## config.mk

```make
export PLATFORM = sky130hd
export DESIGN_NAME = mem_port_arbiter
export DESIGN_NICKNAME = d
export VERILOG_FILES = /design/src/rtl/mem_arb_pkg.sv /design/src/rtl/mem_arb_pick.sv /design/src/rtl/mem_port_arbiter.sv
export SDC_FILE = /design/constraint.sdc
export NUM_CORES = 1
export LEC_CHECK = 0
export BUFFER_PORTS_ARGS = -buffer_cell sky130_fd_sc_hd__buf_2
export CORE_AREA = 2 2 130 132
export CTS_BUF_LIST = sky130_fd_sc_hd__clkbuf_8 sky130_fd_sc_hd__clkbuf_16
export CTS_CLUSTER_DIAMETER = 120
export DETAILED_ROUTE_END_ITERATION = 10
export DIE_AREA = 0 0 132 134
export GPL_TIMING_DRIVEN = 0
export PLACE_DENSITY = 0.35
export SETUP_SLACK_MARGIN = 0.02
export SYNTH_ARGS = -nofsm -noshare
export SYNTH_HDL_FRONTEND = slang
export SYNTH_SLANG_ARGS = --single-unit
```

## constraint.sdc

```tcl
create_clock -name clk -period 3.95 [get_ports clk]
set_input_delay 1.185 -clock clk [delete_from_list [all_inputs] [get_ports clk]]
set_output_delay 1.185 -clock clk [all_outputs]
set_load 0.005 [all_outputs]
```

## src/rtl/mem_arb_pkg.sv

```systemverilog
// Shared types for the boot/data/instr SRAM port arbiter.
// Port indices, response tag and one-hot helper.
package mem_arb_pkg;

  localparam int unsigned NREQ = 3;

  typedef enum logic [1:0] {
    REQ_BOOT  = 2'd0,
    REQ_DATA  = 2'd1,
    REQ_INSTR = 2'd2
  } req_idx_e;

  typedef struct packed {
    logic [1:0] owner;
    logic       vld;
    logic       err;
    logic       we;
  } resp_tag_t;

  function automatic logic [NREQ-1:0] idx2oh(
    input logic [1:0] idx
  );
    logic [NREQ-1:0] oh;
    oh = '0;
    for (int k = 0; k < NREQ; k++) begin
      if (idx == 2'(k)) oh[k] = 1'b1;
    end
    return oh;
  endfunction

endpackage

```

## src/rtl/mem_arb_pick.sv

```systemverilog
// Winner select: boot port absolute, data/instr round-robin.
// rr_i=0 prefers data, rr_i=1 prefers instr.
module mem_arb_pick
  import mem_arb_pkg::*;
(
  input  logic [NREQ-1:0] req_i,
  input  logic            lock_i,
  input  logic            rr_i,
  output logic [NREQ-1:0] gnt_o,
  output logic            rr_o
);

  logic boot;
  logic cpu_ok;
  logic p_data;
  logic p_instr;

  assign boot    = req_i[REQ_BOOT];
  assign cpu_ok  = ~boot & ~lock_i;
  assign p_data  = cpu_ok & req_i[REQ_DATA]
                 & (~req_i[REQ_INSTR] | ~rr_i);
  assign p_instr = cpu_ok & req_i[REQ_INSTR]
                 & (~req_i[REQ_DATA] | rr_i);

  // Terms are mutually exclusive by construction.
  always_comb begin
    gnt_o = '0;
    rr_o  = rr_i;
    unique case (1'b1)
      boot: begin
        gnt_o[REQ_BOOT] = 1'b1;
      end
      p_data: begin
        gnt_o[REQ_DATA] = 1'b1;
        rr_o            = 1'b1;
      end
      p_instr: begin
        gnt_o[REQ_INSTR] = 1'b1;
        rr_o             = 1'b0;
      end
      default: begin
        gnt_o = '0;
      end
    endcase
  end

endmodule

```

## src/rtl/mem_port_arbiter.sv

```systemverilog
// Three-port req/gnt/rvalid front end for a single-port SRAM.
// One grant per cycle, responses one cycle later by owner tag.
module mem_port_arbiter
  import mem_arb_pkg::*;
#(
  parameter int unsigned DEPTH = 1024,
  parameter logic [31:0] BASE  = 32'h0,
  parameter int unsigned AW    = $clog2(DEPTH)
) (
  input  logic                 clk,
  input  logic                 rst_n,
  input  logic                 lock_i,
  input  logic [NREQ-1:0]      req_i,
  input  logic [NREQ-1:0]      we_i,
  input  logic [NREQ-1:0][3:0] be_i,
  input  logic [NREQ-1:0][31:0] addr_i,
  input  logic [NREQ-1:0][31:0] wdata_i,
  output logic [NREQ-1:0]      gnt_o,
  output logic [NREQ-1:0]      rvalid_o,
  output logic [NREQ-1:0]      err_o,
  output logic [31:0]          rdata_o,
  output logic                 mem_req_o,
  output logic                 mem_we_o,
  output logic [3:0]           mem_be_o,
  output logic [AW-1:0]        mem_addr_o,
  output logic [31:0]          mem_wdata_o,
  input  logic [31:0]          mem_rdata_i
);

  localparam logic [31:0] LIMIT = 32'(DEPTH * 4);

  logic            rr_q;
  logic            rr_d;
  resp_tag_t       tag_q;
  resp_tag_t       tag_d;
  logic            granted;
  logic            in_rng;
  logic [31:0]     off;
  logic            sel_we;
  logic [3:0]      sel_be;
  logic [31:0]     sel_addr;
  logic [31:0]     sel_wdata;
  logic [1:0]      sel_idx;

  mem_arb_pick u_pick (
    .req_i  (req_i),
    .lock_i (lock_i),
    .rr_i   (rr_q),
    .gnt_o  (gnt_o),
    .rr_o   (rr_d)
  );

  always_comb begin
    sel_we    = 1'b0;
    sel_be    = '0;
    sel_addr  = '0;
    sel_wdata = '0;
    sel_idx   = 2'd0;
    for (int k = 0; k < NREQ; k++) begin
      if (gnt_o[k]) begin
        sel_we    = we_i[k];
        sel_be    = be_i[k];
        sel_addr  = addr_i[k];
        sel_wdata = wdata_i[k];
        sel_idx   = 2'(k);
      end
    end
  end

  // Addresses below BASE wrap to large offsets and fall out of range.
  assign granted = |gnt_o;
  assign off     = sel_addr - BASE;
  assign in_rng  = off < LIMIT;

  assign mem_req_o   = granted & in_rng;
  assign mem_we_o    = mem_req_o & sel_we;
  assign mem_be_o    = sel_be;
  assign mem_addr_o  = off[AW+1:2];
  assign mem_wdata_o = sel_wdata;

  always_comb begin
    tag_d       = '0;
    tag_d.owner = sel_idx;
    tag_d.vld   = granted;
    tag_d.err   = granted & ~in_rng;
    tag_d.we    = sel_we;
  end

  always_ff @(posedge clk or negedge rst_n) begin
    if (!rst_n) begin
      tag_q <= '0;
      rr_q  <= 1'b0;
    end else begin
      tag_q <= tag_d;
      rr_q  <= rr_d;
    end
  end

  always_comb begin
    rvalid_o = '0;
    err_o    = '0;
    rdata_o  = '0;
    if (tag_q.vld) begin
      rvalid_o = idx2oh(tag_q.owner);
      if (tag_q.err) begin
        err_o = idx2oh(tag_q.owner);
      end else if (!tag_q.we) begin
        rdata_o = mem_rdata_i;
      end
    end
  end

endmodule
```

==> results.yml, run 1 <==
grt:
  grt_max_degree: 12
  grt_first_pass_wirelength_microns: 15200
  grtUsageTotal_pct: 10.6
  grt_pass1_vias: 3041
  overflow: 0
  antenna_found_initial: 3
place:
  io_buffers: 325
  place_area_sq_mm: 0.00333
  gp_congestion: 0.877
  place_inst: 745
  hpwl_microns: 9300
synth:
  netlist.area_leader.share_pct: 32.2
  synth.area.mux_share_pct: 0.699
  yosysTopAreaCell: "a222oi_1"
  netlist_area_sq_mm: 0.00143
  synth.distinct_cells: 28
  synth_seq_cells: 6
  synth-seq-area-share_pct: 10.5
  ys_warn_count: 0
  synth_area_per_cell_sq_um: 7.16
  synthXorXnorAreaFrac_pct: 0
  synth_compound_area_share_pct: 39.2
  syn_inst: 200
  synthTopCellsByArea: "a222oi_1 (32%), and2_1 (16%), inv_1 (13%)"
  synth_nets: 445
  synthAdderAreaFrac_pct: 0
  synth-simple-area-share_pct: 28.2
  synth_top_family_by_area: "compound AO/OA/AOI/OAI gates"
finish:
  drive_gt1_share_pct: 66.4
  fin_cells: 752
  seqCellArea_sq_um: 150
  fin_util_pct: 21.2
  area_growth_pct: 141
  nFillCells: 1840
  layout_commonest_cell: "buf_2"
  final_nets: 777
  multiInputGateArea_sq_um: 985
  finalInstanceArea_sq_mm: 0.00345
  layout_common_cells: "buf_2 (330), inv_1 (48), a222oi_1 (46), and2_1 (36), nor4_1 (13)"
drt:
  wl_microns: 10500
  vias: 2998
  ant_nets: 0
  drtIter0Drc: 271
  routed_via_density: 3.99
  remaining_drc_errors: 0
  wl_per_cell_microns: 14.0
  first_pass_iters: 8
timing:
  rsz0062_at_grt: "true"
  relSlewSlack_pct: 65.8
  worst_clock_skew_ps: 1.99
  fmax_ghz: 0.258
  layout_min_cycle_time_ps: 3870
  slew_violations: 0
  hold_violations: 0
  setup_viol: 0
  fin_crit_sh_pct: 98.0
  worst_pin_slew_ps: 513
worst_setup_path:
  r2r_slack_ps: 2350
  cp_slowest_cell: "a2111oi_4"
  crit_chain: "buf_2 > inv_1 > a2111oi_4 > buf_4 > buf_4 > clkbuf_4 > a222oi_1 > inv_1 > buf_2"
  crit_arrival_ps: 2690
  crit_type: "input pin to primary output"
  reg2reg_from: "rr_q"
  worst-path-max-fanout: 10
  crit_path_start: "req_i[2]"
  start_kind: "input pin"
  slowest_delay_ps: 330
  cp-endpoint: "mem_addr_o[2]"
  r2r_end: "tag_q[1]"
  cp-end-kind: "primary output"
  ff2ff_path_depth: 6
  worstPathRequired_ps: 2760
clock_network:
  cts_made_buffers: 3
  clock-sinks: 6
  cts-root-buf: "clkbuf_16"
  cts_tree: "yes"
  htree_num_levels: 1
  clock_path_buffers: 2
  path_clk_slew_ps: 30
  insertion_delay_ps: 220
worst_hold_path:
  min_path_cells: 2
  min_path_type: "flop to flop"
floorplanning:
  num_rows: 47
  die-area_sq_mm: 0.0177
  start_util_pct: 8.79
  fp.dieW_microns: 132
  die_y_microns: 134
  io_pins: 334
  core_area_sq_mm: 0.0163
pwr:
  sequentialPowerShare_pct: 13.2
  sw_frac_of_total_pct: 31.7
  leakage_nw: 2.17
  p_int_mw: 0.380
  p_per_area_mw_per_mm2: 161
  power_frac_comb_pct: 58.0
  p_switching_mw: 0.177
  clkPwrFrac_pct: 28.8
  vdd_drop_max_mv: 0.0967
status:
  status: "completed"
flow_run:
  max_cap_violations: 0
cells in the mapped netlist (all sizes together):
library cell,count
inv,49
a222oi,46
and2,37
buf,15
nor4,13
clkbuf,8
dfrtp,6
nand2,3
nand3,3
and3,2
nor2,2
nor3b,2
o21bai,2
or4,2
a2111oi,1
a211o,1
a211oi,1
a21o,1
a32oi,1
and3b,1
mux2i,1
nand4,1
o21ai,1
o221ai,1
final cells by class:
type / count / share of cell area (%)
Antenna cell: 2 / 0.145
Buffer: 23 / 3.88
Clock buffer: 3 / 2.18
Inverter: 49 / 5.33
Multi-Input combinational cell: 122 / 28.5
Sequential cell: 6 / 4.35
Tap cell: 220 / 7.98
Timing Repair Buffer: 327 / 47.6
logic make-up (layout without fill, tap and decap cells):
group | count (synthesis) | in the layout
compound gates | 55 | 55
other cells | 0 | 2
flops | 6 | 6
buf+inv | 72 | 402
mux | 1 | 1
simple gates | 66 | 66
routing by layer:
metal / global-route usage, % / part of all wire, % / wire [microns]
met1: 11.4 / 37 / 3840
met3: 2.31 / 9.1 / 956
met4: 2.78 / 1.2 / 121
met5: 0 / 0.12 / 13
met2: 21.0 / 53 / 5580
sequential cells by signal (all words and copies together), names as in the netlist:
name	cells
tag_q	5
rr_q	1
through the flow:
stage | TNS [ps] | power, mW | hold slack (ps) | setup WS (ps)
after floorplan | 0 | 0.190 | 557 | 415
after global placement | -2850 | 0.394 | 590 | -221
after detailed placement | -3180 | 0.395 | 602 | -240
after CTS | 0 | 0.564 | 643 | 25.7
after global routing | -413 | 0.600 | 660 | -55.3
final | 0 | 0.557 | 635 | 79.5
worst min path at each step:
stage          startpoint   end  slack (ps)
2_1_floorplan        rr_q  rr_q         560
3_3_place_gp         rr_q  rr_q         590
3_5_place_dp         rr_q  rr_q         600
4_1_cts              rr_q  rr_q         640
5_1_grt              rr_q  rr_q         660
6_report             rr_q  rr_q         640
worst max-delay path: cells and delay by family:
kind	cells	cell delay [ps]
buf+inv	7	1050
compound gates	2	450
power by group through the flow:
stage	sequential, mW	combinational (mW)	clock, mW
after floorplan	0.0716	0.118	0
after global placement	0.0730	0.321	0
after detailed placement	0.0732	0.322	0
after CTS	0.0736	0.327	0.164
after global routing	0.0742	0.356	0.170
final	0.0733	0.323	0.160
timing repair:
item,in CTS,in global routing
setup buffers,2,0
hold buffers,0,0
pin swaps,3,0
setup endpoints to repair,43,41
resized for setup,5,6
Note: power is estimated with default switching activity, not from simulation.
==> run 2: changes to the inputs <==
--- a/config.mk
+++ b/config.mk
@@ -5,14 +5,14 @@
 export SDC_FILE = /design/constraint.sdc
 export NUM_CORES = 1
 export LEC_CHECK = 0
-export BUFFER_PORTS_ARGS = -buffer_cell sky130_fd_sc_hd__buf_2
-export CORE_AREA = 2 2 130 132
+export CORE_AREA = 2 2 128 130
 export CTS_BUF_LIST = sky130_fd_sc_hd__clkbuf_8 sky130_fd_sc_hd__clkbuf_16
 export CTS_CLUSTER_DIAMETER = 120
 export DETAILED_ROUTE_END_ITERATION = 10
-export DIE_AREA = 0 0 132 134
+export DIE_AREA = 0 0 130 132
+export DONT_BUFFER_PORTS = 1
 export GPL_TIMING_DRIVEN = 0
-export PLACE_DENSITY = 0.35
+export PLACE_DENSITY = 0.3
 export SETUP_SLACK_MARGIN = 0.02
 export SYNTH_ARGS = -nofsm -noshare
 export SYNTH_HDL_FRONTEND = slang
==> results.yml, run 2 (synthesis results as in run 1) <==
grt:
  antenna_found_initial: 0
  grt_max_degree: 12
  overflow: 0
  grt_pass1_vias: 1841
  grt_first_pass_wirelength_microns: 11500
  grtUsageTotal_pct: 9.17
finish:
  fin_util_pct: 11.5
  drive_gt1_share_pct: 12.1
  fin_cells: 422
  nFillCells: 1827
  layout_commonest_cell: "inv_1"
  finalInstanceArea_sq_mm: 0.00181
  area_growth_pct: 26.3
  regMostFlops: "tag_q"
  final_nets: 453
  largest_register_ffs: 5
  largest_registers: "tag_q (5), rr_q (1)"
  n_antenna_cell: 0
  layout_common_cells: "inv_1 (48), a222oi_1 (46), and2_1 (37), nor4_1 (13)"
floorplanning:
  die-area_sq_mm: 0.0172
  start_util_pct: 9.11
  core_area_sq_mm: 0.0157
  num_rows: 46
  die_y_microns: 132
  io_pins: 334
  fp.dieW_microns: 130
drt:
  first_pass_iters: 6
  wl_met2_microns: 4740
  remaining_drc_errors: 0
  wl_microns: 8950
  dr_wl_met3_microns: 760
  top_layer_used: "met4"
  wl_per_cell_microns: 21.2
  met1_length_microns: 3150
  drtIter0Drc: 269
  routed_via_density: 4.45
  ant_nets: 0
  vias: 1880
clock_network:
  clock_path_buffers: 2
  clock-sinks: 6
  cts_made_buffers: 3
  htree_num_levels: 1
  cts_tree: "yes"
  insertion_delay_ps: 230
  cts-root-buf: "clkbuf_16"
  hold_buffers: 0
  path_clk_slew_ps: 30
timing:
  fin_crit_sh_pct: 96.0
  worst_clock_skew_ps: 1.92
  rsz0062_at_grt: "false"
  fin_tns_setup_ps: 0
  worst_hold_slack_ps: 624
  worst_pin_slew_ps: 547
  setup_viol: 0
  slew_violations: 0
  relSlewSlack_pct: 63.4
  layout_min_cycle_time_ps: 3790
  fmax_ghz: 0.264
  timing.final.ws_setup_ps: 159
  hold_violations: 0
pwr:
  leakage_nw: 0.804
  p_per_area_mw_per_mm2: 214
  vdd_drop_max_mv: 0.0914
  p_total_mw: 0.388
worst_hold_path:
  min_path_type: "flop to flop"
  min_path_cells: 2
worst_setup_path:
  cp-end-kind: "primary output"
  worst-path-max-fanout: 10
  ff2ff_path_depth: 5
  start_kind: "input pin"
  crit_type: "input pin to primary output"
  crit_arrival_ps: 2610
  worstPathRequired_ps: 2760
place:
  place_area_sq_mm: 0.00170
  gp_congestion: 0.735
  io_buffers: 0
  hpwl_microns: 7830
  place_inst: 416
  dp_slack_ps: -202
status:
  status: "completed"
flow_run:
  max_cap_violations: 0
[run 2: cell type report]
class | count | area, sq um | area share, %
multi-input cells | 122 | 982 | 54.3
inverters | 49 | 184 | 10.2
clock buffers | 3 | 75.1 | 4.15
flip-flops and latches | 6 | 150 | 8.30
repair buffers | 3 | 22.5 | 1.25
well taps | 216 | 270 | 14.9
plain buffers | 23 | 124 | 6.85
[run 2: final timing paths]
check | from | slack (ps) | endpoint
max reg2reg | rr_q | 2280 | rr_q
min in group asynchronous | rst_n | 660 | tag_q[3]
max in group asynchronous | rst_n | 3220 | tag_q[2]
min | rr_q | 620 | rr_q
min reg2reg | rr_q | 620 | rr_q
max | req_i[0] | 160 | mem_wdata_o[29]
[run 2: power breakdown]
group	switching [mW]	internal, mW	total [mW]
Sequential	0.00590	0.0677	0.0736
Clock	0.0303	0.130	0.160
Combinational	0.0915	0.0627	0.154
[run 2: worst max-delay path, stage by stage]
cell and delay [ps]:
buf_2 170, a211oi_4 340, and2_1 260, buf_4 230
buf_4 200, a222oi_1 110, inv_1 90
[run 2: routing by layer]
| metal | track usage [%] | up-vias |
|---|---|---|
| met5 | 0 | - |
| met4 | 4.12 | 0 |
| met3 | 1.34 | 16 |
| met2 | 17.7 | 190 |
| met1 | 9.53 | 889 |
| li1 | - | 785 |
[run 2: timing repair]
item,4_1_cts,5_1_grt
pin swaps,1,1
gates resized for setup,1,2
buffers inserted,3,0
setup endpoints to repair,38,30
==> run 3: changes to the inputs <==
==> constraint.sdc (replaced) <==
create_clock -name clk -period 3.8 [get_ports clk]
set_input_delay 1.14 -clock clk [delete_from_list [all_inputs] [get_ports clk]]
set_output_delay 1.14 -clock clk [all_outputs]
set_load 0.005 [all_outputs]
==> results.yml, run 3 (synthesis results as in run 1) <==
timing:
  fin_tns_setup_ps: 0
  worst_hold_slack_ps: 611
  layout_min_cycle_time_ps: 3610
  hold_violations: 0
  worst_pin_slew_ps: 551
  rsz0062_at_grt: "false"
  timing.final.ws_setup_ps: 186
  setup_viol: 0
  worst_clock_skew_ps: 1.92
  relSlewSlack_pct: 63.2
  slew_violations: 0
  fin_crit_sh_pct: 95.1
  fmax_ghz: 0.277
worst_setup_path:
  reg2reg_from: "rr_q"
  cp-end-kind: "primary output"
  cp_slowest_cell: "a222oi_1"
  crit_chain: "buf_2 > a211oi_4 > and2_1 > buf_4 > buf_4 > a222oi_1 > inv_1"
  cp_common_cell: "buf_4"
  worstPathRequired_ps: 2660
  start_kind: "input pin"
  crit_type: "input pin to primary output"
  crit_path_start: "req_i[0]"
  slowest_delay_ps: 350
  crit_arrival_ps: 2470
  worst-path-max-fanout: 10
drt:
  first_pass_iters: 7
  vias: 1868
  wl_microns: 8930
  drtIter0Drc: 243
  wl_met2_microns: 4720
  top_layer_used: "met4"
  remaining_drc_errors: 0
  dr_wl_met3_microns: 742
  ant_nets: 0
  routed_via_density: 4.42
  met1_length_microns: 3160
  wl_per_cell_microns: 21.1
finish:
  largest_register_ffs: 5
  fin_cells: 423
  drive_gt1_share_pct: 13.5
  n_antenna_cell: 0
  area_growth_pct: 27.4
  layout_common_cells: "inv_1 (48), a222oi_1 (46), and2_1 (37), nor4_1 (13), buf_4 (9)"
  layout_commonest_cell: "inv_1"
  regMostFlops: "tag_q"
  finalInstanceArea_sq_mm: 0.00182
  fin_util_pct: 11.6
  largest_registers: "tag_q (5), rr_q (1)"
  final_nets: 454
grt:
  overflow: 0
  grt_max_degree: 12
  grt_first_pass_wirelength_microns: 11500
  grt_pass1_vias: 1838
  antenna_found_initial: 0
  grtUsageTotal_pct: 9.17
clock_network:
  cts_made_buffers: 3
  cts_tree: "yes"
  path_clk_slew_ps: 30
  htree_num_levels: 1
  insertion_delay_ps: 230
  clock-sinks: 6
  cts-root-buf: "clkbuf_16"
  clock_path_buffers: 2
place:
  dp_slack_ps: -262
  place_inst: 416
  io_buffers: 0
  gp_congestion: 0.735
  place_area_sq_mm: 0.00170
  hpwl_microns: 7830
floorplanning:
  start_util_pct: 9.11
  core_area_sq_mm: 0.0157
  io_pins: 334
  die_y_microns: 132
  num_rows: 46
  fp.dieW_microns: 130
  die-area_sq_mm: 0.0172
status:
  status: "completed"
pwr:
  vdd_drop_max_mv: 0.0950
  p_per_area_mw_per_mm2: 222
  p_total_mw: 0.405
  leakage_nw: 0.815
worst_hold_path:
  min_path_type: "input pin to async pin"
flow_run:
  max_cap_violations: 0
run 3: changes by cell type in the layout (fill, tap and decap cells not counted):
cell	delta
buf_4	+1
buf_2	-2
clkbuf_2	+2
clkbuf_1	-2
clkbuf_4	+2
run 3: final cells by class:
type,instances,area [sq um]
fill,1829,13900
multi-input combinational,122,982
tap,216,270
inverter,49,184
sequential,6,150
buffer,23,131
clock buffer,3,75.1
timing repair buffer,4,30.0
run 3: final timing paths:
| kind | endpoint | slack, ps | depth (start not counted) |
|---|---|---|---|
| min | tag_q[3] | 610 | 0 |
| max reg2reg | tag_q[1] | 2200 | 6 |
| max in group asynchronous | tag_q[2] | 3120 | 0 |
| min in group clk | rr_q | 620 | 2 |
| min reg2reg | rr_q | 620 | 2 |
| max | mem_wdata_o[29] | 190 | 7 |
run 3: per-layer routing:
metal / vias to the layer above / global-route usage [%]
met5: - / 0
met4: 0 / 4.12
met3: 16 / 1.34
met2: 188 / 17.7
met1: 876 / 9.53
li1: 788 / -
run 3: critical path, delay by kind of cell:
family	cells	cell delay, ps
and+or+nand+nor	1	210
AOI/OAI and AO/OA	2	410
buffers and inverters	4	690
run 3: power breakdown:
| group | switching (mW) | internal (mW) |
|---|---|---|
| combinational | 0.0954 | 0.0669 |
| sequential | 0.00615 | 0.0703 |
| clock | 0.0315 | 0.135 |
run 3: timing repair:
action | CTS | global route
pin swaps | 2 | 0
buffers inserted | 3 | 1
gates resized for setup | 2 | 6
hold buffers | 0 | 0
endpoints found under the setup margin | 49 | 21
